### src/rtl/product_list_scheduler.sv
// Owns the compacted working product list and commits it to the display bus
// only at the frame-boundary pixel so the text overlay never tears.
module product_list_scheduler #(
  parameter int               N_SLOTS      = 12,
  parameter int               ID_W         = 4,
  parameter logic [ID_W-1:0]  EMPTY_CODE   = 4'hF,
  parameter logic [9:0]       COMMIT_LINE  = 10'd480,
  parameter logic [10:0]      COMMIT_PIXEL = 11'd0
) (
  input  logic                      CLK,
  input  logic                      RST,
  input  logic                      add_valid,
  input  logic [ID_W-1:0]           add_id,
  output logic                      add_ready,
  input  logic                      del_valid,
  input  logic [3:0]                del_index,
  output logic                      del_ready,
  input  logic                      clr,
  input  logic [10:0]               H_counter,
  input  logic [9:0]                V_counter,
  output logic [N_SLOTS*ID_W-1:0]   product_IDS,
  output logic [3:0]                item_count,
  output logic                      full,
  output logic                      empty,
  output logic                      busy,
  output logic                      err
);

  localparam logic [3:0] NS = 4'(N_SLOTS);

  typedef enum logic {IDLE, SHIFT} state_t;

  state_t                    state_q, state_d;
  logic [3:0]                ptr_q, ptr_d, ptr_nx;
  logic [3:0]                count_q, count_d;
  logic                      dirty_q, dirty_d;
  logic                      err_q, err_d;
  logic [ID_W-1:0]           slots_q [N_SLOTS];
  logic [ID_W-1:0]           slots_d [N_SLOTS];
  logic [N_SLOTS*ID_W-1:0]   ids_q, ids_d, list_w;
  logic                      commit;

  // Slot 0 is the top display line, so it lands in the MSBs.
  always_comb begin
    list_w = '0;
    for (int i = 0; i < N_SLOTS; i++)
      list_w[(N_SLOTS-1-i)*ID_W +: ID_W] = slots_q[i];
  end

  assign ptr_nx = ptr_q + 4'd1;
  assign commit = (V_counter == COMMIT_LINE) && (H_counter == COMMIT_PIXEL) &&
                  (state_q == IDLE) && dirty_q;

  always_comb begin
    state_d = state_q;
    ptr_d   = ptr_q;
    count_d = count_q;
    dirty_d = dirty_q;
    err_d   = 1'b0;
    ids_d   = ids_q;
    slots_d = slots_q;

    // Commit samples the pre-edit list; any edit this cycle re-sets dirty below.
    if (commit) begin
      ids_d   = list_w;
      dirty_d = 1'b0;
    end

    if (clr) begin
      for (int i = 0; i < N_SLOTS; i++) slots_d[i] = EMPTY_CODE;
      count_d = '0;
      state_d = IDLE;
      dirty_d = 1'b1;
    end else begin
      case (state_q)
        IDLE: begin
          if (del_valid) begin
            if (del_index >= count_q) begin
              err_d = 1'b1;
            end else begin
              ptr_d   = del_index;
              state_d = SHIFT;
            end
          end else if (add_valid && (count_q != NS)) begin
            slots_d[count_q] = add_id;
            count_d          = count_q + 4'd1;
            dirty_d          = 1'b1;
          end
        end
        SHIFT: begin
          if (ptr_q == count_q - 4'd1) begin
            slots_d[ptr_q] = EMPTY_CODE;
            count_d        = count_q - 4'd1;
            dirty_d        = 1'b1;
            state_d        = IDLE;
          end else begin
            slots_d[ptr_q] = slots_q[ptr_nx];
            ptr_d          = ptr_nx;
          end
        end
        default: state_d = IDLE;
      endcase
    end
  end

  always_ff @(posedge CLK) begin
    if (RST) begin
      state_q <= IDLE;
      ptr_q   <= '0;
      count_q <= '0;
      dirty_q <= 1'b0;
      err_q   <= 1'b0;
      ids_q   <= {N_SLOTS{EMPTY_CODE}};
      for (int i = 0; i < N_SLOTS; i++) slots_q[i] <= EMPTY_CODE;
    end else begin
      state_q <= state_d;
      ptr_q   <= ptr_d;
      count_q <= count_d;
      dirty_q <= dirty_d;
      err_q   <= err_d;
      ids_q   <= ids_d;
      slots_q <= slots_d;
    end
  end

  assign product_IDS = ids_q;
  assign item_count  = count_q;
  assign full        = (count_q == NS);
  assign empty       = (count_q == 4'd0);
  assign busy        = (state_q != IDLE);
  assign err         = err_q;
  assign del_ready   = (state_q == IDLE) && !clr;
  assign add_ready   = (state_q == IDLE) && !full && !clr && !del_valid;

endmodule

### config.mk
export PLATFORM = sky130hd
export DESIGN_NAME = product_list_scheduler
export DESIGN_NICKNAME = d
export VERILOG_FILES = /design/src/rtl/product_list_scheduler.sv
export SDC_FILE = /design/constraint.sdc
export NUM_CORES = 1
export LEC_CHECK = 0
export CAP_MARGIN = 20
export CORE_UTILIZATION = 25
export DETAILED_ROUTE_END_ITERATION = 7
export HOLD_SLACK_MARGIN = 0.12
export SLEW_MARGIN = 0
export SYNTH_ARGS = -nofsm -noshare
export SYNTH_HDL_FRONTEND = slang
export SYNTH_SLANG_ARGS = --single-unit
### constraint.sdc
create_clock -name CLK -period 8.51 [get_ports CLK]
set_input_delay 1.702 -clock CLK [delete_from_list [all_inputs] [get_ports CLK]]
set_output_delay 1.702 -clock CLK [all_outputs]
set_load 0.02 [all_outputs]
==> summary by stage, run 1 <==
Floorplanning
The die covers 24,300 µm². The die is 156 µm wide. The initialized floorplan defines 55 standard-cell rows.

The die is 156 µm tall. The initial standard-cell utilization of the core is 25.8%. The total core area is 22,900 µm². 92 I/O pins were placed.

Setup path
STA classifies the critical path startpoint as an input port. The highest fanout seen on the critical path is 7. The data required time at the worst endpoint is 6810 ps.

The worst setup path is captured at an output port. The register-to-register path setup slack is 4970 ps. Data on the critical path arrives at its endpoint at 3420 ps. The critical path in this run is classified as in2out.

Drt
The iteration count of the initial detailed-routing pass is 5. In the final routed layout, each cell accounts on average for 18.2 µm. The detail route stage leaves a number of antenna-violating nets equal to 0. After detailed routing, the total wire length is 19,200 µm. The via-per-instance ratio is 5.39. The routed layout has 5,694 vias. For this run, design rule violations remaining after detail routing come to 0. The initial detailed-routing violation count is 678.

GRT
The via count of the first global-routing pass is 5,240. Entering global routing, the biggest net connects 97 pins. The total overflow left after global routing is 0. The all-layer global routing usage is 16.2%. The first-pass GRT wire length is 30,200 µm. The initial antenna violation count came to 0.

Final layout
For this run, the post-layout net count is 785. The share of cells above drive strength 1 is 6.85%. The final cell area excluding filler cells is 7370 µm². The repair_antennas step left the layout with diodes totalling 0.

The area growth from synthesis to layout is 24.5%. Leaving out fill and tap cells, the most frequent cells in the layout are 107 x dfxtp_1, 90 x clkdlybuf4s50_1, 60 x nor2b_1. The commonest non-fill, non-tap cell in the layout is dfxtp_1. The finished layout holds 1,057 standard cells, fillers aside.

The final design utilization is 32.2%.

Synth
After technology mapping, the gate count stands at 685. After synthesis, the cell types taking the most area are dfxtp_1 36%, a211o_1 7.3%, nor2b_1 6.3%, a21oi_1 5.0%, o21ai_0 4.1%. The fraction of post-synthesis cell area in the top cell type by area is 36.2%.

The synthesis-stage register bit count is 107. The cell accounting for the most synthesized area is dfxtp_1. The async set-or-reset flop fraction in the synthesized netlist is 0%. The mean post-synth cell area is 8.64 µm². The mapped cell area is 5920 µm². The commonest register cell after synthesis is dfxtp_1.

Synthesis produced a netlist with a net count of 731. The post-synthesis sequential area ratio is 36.2%. The Yosys step of the flow raised 0 warnings.

The count of flip-flops with a built-in enable after synthesis is 0. Yosys mapped the design onto 64 distinct sky130hd cell types.

Place
Port buffering added 91 buffers. The final weighted congestion of routability-driven global placement is 0.929. The placed wire-length estimate after detailed placement is 13,600 µm.

OpenSTA, run right after detailed placement, puts the worst setup slack at 3320 ps. The number of placed instances with taps included is 1,041. The post-place instance area is 7040 µm².

STA
Setup repair after global routing left no endpoint under its margin. The clock skew is 11.9 ps. Headroom to the max-slew limit came out at 29.5%.

Setup violations remaining at the end of the flow were counted as 0. After routing, the total negative slack on setup checks comes to 0 ps. The worst path needs 5120 ps of the cycle, external delays included.

For this run, the top clock speed supported by timing is 195 MHz. The final worst slack is 3390 ps. The number of pins with negative max-slew slack in the final report came to 0. The hold violation total from the final report is 0. The post-route fraction of the period consumed by the critical path is 60.2%. The transition time of the tightest slew-check pin is 1060 ps.

Worst hold path
The classification of the worst-slack hold path is reg2reg.

Clock network
The number of setup buffers added after CTS is 0. Gates resized during post-CTS repair numbered 0. The worst-case clock buffer depth is 2. The root cell of the clock tree is clkbuf_16.

The total of hold buffers inserted after clock tree synthesis is 0. The total number of H-tree levels is 3. CTS saw 107 sinks. The TritonCTS clock tree is done.

The insertion delay of the later-clocked pin in the worst-skew pair is 360 ps. After clock tree synthesis, the clock-pin slew on the worst setup and hold paths is 70 ps. The number of CTS-inserted buffers is 9.

Pwr
The worst IR drop on VDD is 0.0980 mV. The internal power component is 0.000808 W. Net switching is 25.4% of the power. The static power due to leakage is 2.40 nW. In this run, the combinational gates consume 10.1% of the power. In this run the power density over the cells is 147 nW/µm². The fraction of power consumed by the clock network is 43.0%. Of the total power, registers draw 47.0%. The analysis attributes to net switching a power of 0.000276 W.

Job
The tool flagged a number of max-cap violations equal to 0.

Status
The run finished with clean final reports.
Yosys cell counts, types with 4 or more instances:
library cell / number
dfxtp_1: 107
nor2b_1: 60
a21oi_1: 59
a211o_1: 49
o21ai_0: 49
nor2_1: 46
nand2_1: 40
clkbuf_1: 37
nand3_1: 15
o22ai_1: 15
buf_2: 14
inv_1: 14
a211oi_1: 12
ha_1: 12
a221o_1: 11
nor3_1: 11
and3_1: 10
mux4_2: 9
mux2i_1: 8
nor4_1: 7
o211ai_1: 7
a31oi_1: 6
xnor2_1: 6
o22a_1: 5
a311oi_1: 4
and2_1: 4
nand2b_1: 4
per-stage QoR:
step	hold WS, ps	power [W]
after global routing	531	0.00113
after CTS	508	0.00109
after detailed placement	492	0.000627
after floorplan	446	0.000583
final	505	0.00108
after global placement	483	0.000626
power groups by stage:
stage | Sequential [W] | Clock, W | Combinational (W)
3_3_place_gp | 0.000521 | 0 | 0.000106
2_1_floorplan | 0.000519 | 0 | 0.0000642
6_report | 0.000509 | 0.000465 | 0.000109
5_1_grt | 0.000510 | 0.000499 | 0.000117
4_1_cts | 0.000509 | 0.000478 | 0.000107
3_5_place_dp | 0.000521 | 0 | 0.000106
layer usage:
| layer | share of wire, % | track usage (%) | vias up |
|---|---|---|---|
| met5 | 0 | 0 | - |
| li1 | - | - | 2674 |
| met4 | 1.9 | 4.48 | 0 |
| met2 | 43 | 24.7 | 294 |
| met1 | 45 | 22.7 | 2691 |
| met3 | 9.4 | 3.56 | 35 |
critical path, cell delays in order:
cell and delay (ps):
clkdlybuf4s50_1 540, nor4_1 460, clkdlybuf4s50_1 710
layout make-up:
class                   count  area [µm²]
repair buffers             97         955
inverters                  14        52.6
fillers                  2387       15500
clock inverters             7         108
well taps                 313         392
multi-input cells         510        3500
flip-flops and latches    107        2140
clock buffers               9         225
cell families after synthesis:
| kind of cell | after synthesis | share of synthesized area (%) |
|---|---|---|
| DFF | 107 | 36.2 |
| AOI/OAI and AO/OA | 257 | 30.9 |
| and+or+nand+nor | 210 | 18.2 |
| muxes | 20 | 5.35 |
| xor gates and xnor gates | 11 | 1.99 |
| buffers and inverters | 68 | 4.80 |
| adders and majority gates | 12 | 2.54 |
final timing paths:
kind	startpoint	endpoint	depth (start not counted)
worst max-delay path	clr	add_ready	3
worst min-delay path	list_w[44]	product_IDS[44]	1
worst max register to register	ptr_q[0]	list_w[15]	7
worst min register to register	list_w[44]	product_IDS[44]	1
state kept, by name, indices dropped and copies added, names as in the netlist:
register	cells
item_count	4
err	1
busy	1
list_w	48
product_IDS	48
dirty_q	1
ptr_q	4
(Power assumes the default switching activity.)
==> run 2, diff against run 1 <==
==> constraint.sdc (replaced) <==
create_clock -name CLK -period 5.35 [get_ports CLK]
set_input_delay 1.07 -clock CLK [delete_from_list [all_inputs] [get_ports CLK]]
set_output_delay 1.07 -clock CLK [all_outputs]
set_load 0.02 [all_outputs]
==> summary by stage, run 2 (synthesis gave the netlist of run 1 again) <==
Clock network
The number of resized instances in the post-cts repair step is 0 (unchanged). The worst-case clock buffer depth is 2 (unchanged). The root cell of the clock tree is clkbuf_16. The insertion delay of the later-clocked pin in the worst-skew pair is 370 ps (about the same).

The TritonCTS clock tree is done. The number of CTS-inserted buffers is 9 (unchanged). The total number of H-tree levels is 3 (unchanged). The clock sink count was 107 (unchanged). The total of hold buffers inserted after clock tree synthesis is 0 (unchanged). The clock-pin slew reported for the worst setup and hold paths after clock tree synthesis came to 70 ps (about the same). The number of setup buffers added after CTS is 0 (unchanged).

GRT
The first-pass GRT wire length is 30,400 µm (+0.73%). The total global routing overflow is 0 (unchanged). The via count of the first global-routing pass is 5,293 (+1.0%). The initial antenna violation count is 0 (unchanged). The maximum number of pins on one net before global-route repair is 97 (unchanged). The all-layer global routing usage is 16.3% (+0.10 points).

Setup path
The data required time at the worst endpoint is 4280 ps (-2530 ps). The slowest cell on the critical path is clkdlybuf4s50_1. The largest incremental delay on the critical path is 720 ps (about the same). The critical path data arrival time is 2980 ps (-440 ps). In this run the critical register-to-register path is launched from item_count[0]. The end of the worst register-to-register path is list_w[40]. The element type at the critical path start is a flip-flop.

The signal on the critical path passes through inv_1 -> ha_1 -> nand3_1 -> inv_1 -> nor4_1 -> clkdlybuf4s50_1. The class of the most critical setup path is reg2out. The highest fanout seen on the critical path is 9 (+2). The worst setup path is captured at an output port. The most numerous cell on the critical path is inv_1. The register-to-register path setup slack is 2090 ps (-2880 ps).

The depth of the worst register-to-register path is 8 (+1).

Drt
The total wirelength of the detailed-routed design is 19,400 µm (+1.3%). The average wire length per cell after detail routing came to 18.4 µm (+1.1%). The initial detailed-routing violation count was 648 (-4.4%). The remaining antenna violation count after routing is 0 (unchanged).

The count of unresolved DRC violations after routing is 0 (unchanged). The via count of the routed design is 5,702 (+0.14%). The iteration count of the initial detailed-routing pass is 6 (+1). The via-per-instance ratio is 5.38 (about the same).

STA
The final worst slack is 1300 ps (-2090 ps). Setup repair after global routing left no endpoint under its margin. The post-route fraction of the period consumed by the critical path is 75.6%. The post-route setup TNS is 0 ps (unchanged). The hold violation total from the final report was 0 (unchanged). Based on the critical path, the design can be clocked at up to 247 MHz. The transition time of the tightest slew-check pin is 994 ps (-63.9 ps). The clock skew is 8.23 ps (-3.63 ps).

The relative slew slack is 33.8% (+4.3 points). The worst path in the final design needs a cycle of 4050 ps, including I/O delays and setup. The number of pins with negative max-slew slack in the final report is 0 (unchanged). The number of setup violations in the final report was 0 (unchanged).

Final layout
The final design utilization was 32.0% (-0.14 points). The final cell count without fillers is 1,059 (+0.19%). The library cell used most frequently in the layout, excluding fill and tap cells, is dfxtp_1. The share of cells above drive strength 1 is 7.10% (+0.25 points).

The number of diodes added for antenna fixing is 0 (unchanged). The number of nets in the layout is 787 (+0.25%). The area growth from synthesis to layout is 24.0%.

In the layout the commonest cells are 107 x dfxtp_1, 90 x clkdlybuf4s50_1, 60 x nor2b_1.

Place
The total of buffers placed on input and output ports is 91 (unchanged). The pre-CTS setup slack is 1430 ps (-1880 ps). The placed wire-length estimate after detailed placement was 13,800 µm (+1.4%). The final weighted congestion of routability-driven global placement is 0.927 (-0.26%). The number of placed instances with taps included is 1,043 (+0.19%).

Worst hold path
The startpoint of the most critical hold path is list_w[4]. The worst hold path belongs to the class reg2reg. The number of stages on the worst hold path is 1 (unchanged).

The worst hold path terminates at product_IDS[4].

Pwr
The worst IR drop on VDD came to 0.140 mV (+43%). The ratio of total power to cell area is 222 nW/µm² (+51%). The static power due to leakage is 2.39 nW (-0.41%).

Status
The flow ran to the end, and the final reports show no timing, DRC or antenna violations.

Floorplanning
The area of the die was 24,300 µm² (unchanged). The die height is 156 µm (unchanged). The x dimension of the die came to 156 µm (unchanged). The total core area is 22,900 µm² (unchanged). The floorplan row count is 55 (unchanged). The initial standard-cell utilization of the core is 25.8% (unchanged). The I/O pin total was 92 (unchanged).

Job
The count of max-cap constraint violations is 0 (unchanged).
run 2: worst max-delay path by stage:
stage	startpoint	to	slack, ps	cells after the start
final	item_count[0]	add_ready	1300	6
after detailed placement	clr	add_ready	1430	3
after global routing	item_count[0]	add_ready	1230	6
after global placement	clr	add_ready	1410	3
after floorplan	item_count[0]	add_ready	2260	6
after CTS	item_count[0]	add_ready	1370	6
run 2: final cells by class:
class / count / area (µm²)
clock buffers: 10 / 239
clock inverters: 6 / 47.5
fillers: 2393 / 15600
inverters: 14 / 52.6
multi-input cells: 510 / 3500
flip-flops and latches: 107 / 2140
well taps: 313 / 392
repair buffers: 99 / 970
run 2: layer usage:
metal  GRT usage [%]  part of all wire [%]  vias to the layer above  wire length [µm]
li1                -                     -                     2685                 -
met1            22.6                    45                     2679              8810
met2            24.2                    44                      291              8520
met3            3.86                   8.4                       47              1640
met4            6.07                   2.4                        0               473
met5               0                     0                        -                 0
run 2: where the power goes:
group | total, W | leakage, nW | switching (W) | internal, W
registers | 0.000811 | 0.867 | 0.0000104 | 0.000801
clock network | 0.000645 | 0.139 | 0.000312 | 0.000332
logic | 0.000174 | 1.39 | 0.000109 | 0.0000657
total | 0.00163 | 2.39 | 0.000431 | 0.00120
run 2: per-stage QoR:
| step | power [W] | hold slack (ps) | instance area, µm² |
|---|---|---|---|
| 6_report | 0.00163 | 500 | 7340 |
| 4_1_cts | 0.00165 | 505 | 7340 |
| 2_1_floorplan | 0.000927 | 446 | 5920 |
| 5_1_grt | 0.00169 | 528 | 7340 |
| 3_5_place_dp | 0.000999 | 484 | 7050 |
| 3_3_place_gp | 0.000998 | 484 | 7040 |
run 2: critical path: cells and delay by family, from the launching register on:
kind	cells	cell delay [ps]
fa+ha+maj	1	370
buf+inv	3	1010
simple gates	2	660
flops	1	560
==> run 3, diff against run 2 <==
==> constraint.sdc (replaced) <==
create_clock -name CLK -period 3.8 [get_ports CLK]
set_input_delay 0.76 -clock CLK [delete_from_list [all_inputs] [get_ports CLK]]
set_output_delay 0.76 -clock CLK [all_outputs]
set_load 0.02 [all_outputs]
==> summary by stage, run 3 (synthesis gave the netlist of run 1 again) <==
Status
The flow ran to the end, and the final reports show no timing, DRC or antenna violations.

Drt
The count of unresolved DRC violations after routing is 0 (unchanged). The via-per-instance ratio is 5.33 (-0.96%). The initial detailed-routing violation count is 738 (+14%). The remaining antenna violation count after routing came to 0 (unchanged). The total wirelength of the detailed-routed design was 19,500 µm (+0.15%). The via count of the routed design came to 5,695 (-0.12%).

The iteration count of the initial detailed-routing pass is 5 (-1). The average wire length per cell after detail routing came to 18.2 µm (-0.69%).

Clock network
The tree is rooted in a clkbuf_16. The insertion delay of the later-clocked pin in the worst-skew pair is 360 ps (about the same). The clock-pin slew reported for the worst setup and hold paths after clock tree synthesis came to 70 ps (about the same). The clock sink count came to 107 (unchanged). The total of hold buffers inserted after clock tree synthesis is 0 (unchanged). The number of resized instances in the post-cts repair step is 0 (unchanged).

TritonCTS built the clock tree. The number of CTS-inserted buffers was 9 (unchanged). The number of setup buffers added after CTS is 0 (unchanged). The worst-case clock buffer depth is 2 (unchanged). The total number of H-tree levels is 3 (unchanged).

Setup path
The highest fanout seen on the critical path is 9 (unchanged). The largest incremental delay on the critical path is 730 ps (about the same). The signal on the critical path passes through inv_1 -> ha_1 -> nand3_1 -> inv_1 -> nor4_1 -> clkdlybuf4s50_1. The cell that appears most often on the critical path is inv_1.

The critical path data arrival time is 2720 ps (-260 ps). The data required time at the worst endpoint is 3040 ps (-1240 ps). The register-to-register path setup slack is 770 ps (-1320 ps).

The slowest cell on the critical path is clkdlybuf4s50_1. The endpoint type of the worst setup path is an output port. STA classifies the critical path startpoint as a flip-flop.

The class of the most critical setup path is reg2out.

Floorplanning
The area of the die came to 24,300 µm² (unchanged). The die height came to 156 µm (unchanged). The I/O pin total is 92 (unchanged). The total core area was 22,900 µm² (unchanged). The floorplan row count was 55 (unchanged). The x dimension of the die is 156 µm (unchanged). The initial standard-cell utilization of the core is 25.8% (unchanged).

Final layout
The share of cells above drive strength 1 is 8.21% (+1.1 points). The number of nets in the layout is 797 (+1.3%). The fill cell total of the finished layout is 2,387 (-0.25%). The library cell used most frequently in the layout, excluding fill and tap cells, is dfxtp_1. The final cell area excluding filler cells is 7430 µm² (+1.2%). The area growth from synthesis to layout is 25.5%.

In the layout the commonest cells are 107 x dfxtp_1, 90 x clkdlybuf4s50_1, 60 x nor2b_1. The number of diodes added for antenna fixing is 0 (unchanged).

Place
The placed wire-length estimate after detailed placement was 14,000 µm (+1.4%). The final weighted congestion of routability-driven global placement was 0.930 (+0.39%). The post-place instance area was 7130 µm² (+1.1%). The total of buffers placed on input and output ports is 91 (unchanged). The pre-CTS setup slack is 503 ps (-931 ps).

STA
The worst hold slack after final layout is 509 ps (+9.15 ps). The final critical-path required period is 3480 ps. The hold violation total from the final report was 0 (unchanged).

The final worst slack is 317 ps (-988 ps). For this run, the top clock speed supported by timing is 287 MHz. The number of setup violations in the final report is 0 (unchanged). The worst path uses 91.7% of the clock period. The post-route setup TNS is 0 ps (unchanged). The number of pins with negative max-slew slack in the final report is 0 (unchanged).

The clock skew is 10.2 ps (+1.98 ps). The transition time of the tightest slew-check pin came to 711 ps (-283 ps). The relative slew slack is 52.5% (+19 points). Setup repair after global routing left no endpoint under its margin.

Pwr
The static power due to leakage is 2.45 nW (+2.2%). The worst IR drop on VDD is 0.198 mV (+42%). The ratio of total power to cell area is 309 nW/µm² (+39%). The total design power was 0.00229 W (+41%).

Job
The count of max-cap constraint violations is 0 (unchanged).

Worst hold path
The classification of the worst-slack hold path is reg2reg.

GRT
The first-pass GRT wire length was 30,800 µm (+1.1%). The via count of the first global-routing pass is 5,374 (+1.5%). The initial antenna violation count is 0 (unchanged). The total global routing overflow is 0 (unchanged). The all-layer global routing usage came to 16.4% (+0.15 points). The maximum number of pins on one net before global-route repair is 97 (unchanged).
run 3: final timing paths:
check	endpoint	startpoint	cells after the start
hold reg to reg	product_IDS[44]	list_w[44]	1
setup / recovery	add_ready	item_count[0]	6
setup reg to reg	list_w[18]	ptr_q[0]	7
hold / removal	product_IDS[44]	list_w[44]	1
run 3: report_power, final:
part           switching [W]  internal, W
clock               0.000425     0.000476
sequential         0.0000136      0.00113
combinational       0.000153    0.0000987
total               0.000591      0.00170
run 3: layout make-up:
cell class	instances	area (µm²)	area share, %
multi-input combinational	510	3500	47.1
sequential	107	2140	28.8
timing repair buffer	109	1070	14.3
tap	313	392	5.27
clock buffer	11	253	3.40
inverter	14	52.6	0.707
clock inverter	4	26.3	0.354
run 3: through the flow:
| step | cells | utilization, % |
|---|---|---|
| after floorplan | 685 | - |
| final | 1068 | 32.4 |
| after detailed placement | 1052 | 31.1 |
| after global placement | 1052 | 31.1 |
| after CTS | 1067 | 32.3 |
| after global routing | 1068 | 32.4 |
run 3: routing by layer:
layer  GRT usage [%]  share of wire, %
met5               0                 0
met3            4.28               8.7
met1            22.3                45
met4            6.07               2.4
met2            24.8                43
run 3: critical path, delay by kind of cell (launching register included):
family | cells | cell delay, ps
adders and majority gates | 1 | 240
buffers and inverters | 3 | 980
DFF | 1 | 550
and+or+nand+nor | 2 | 580
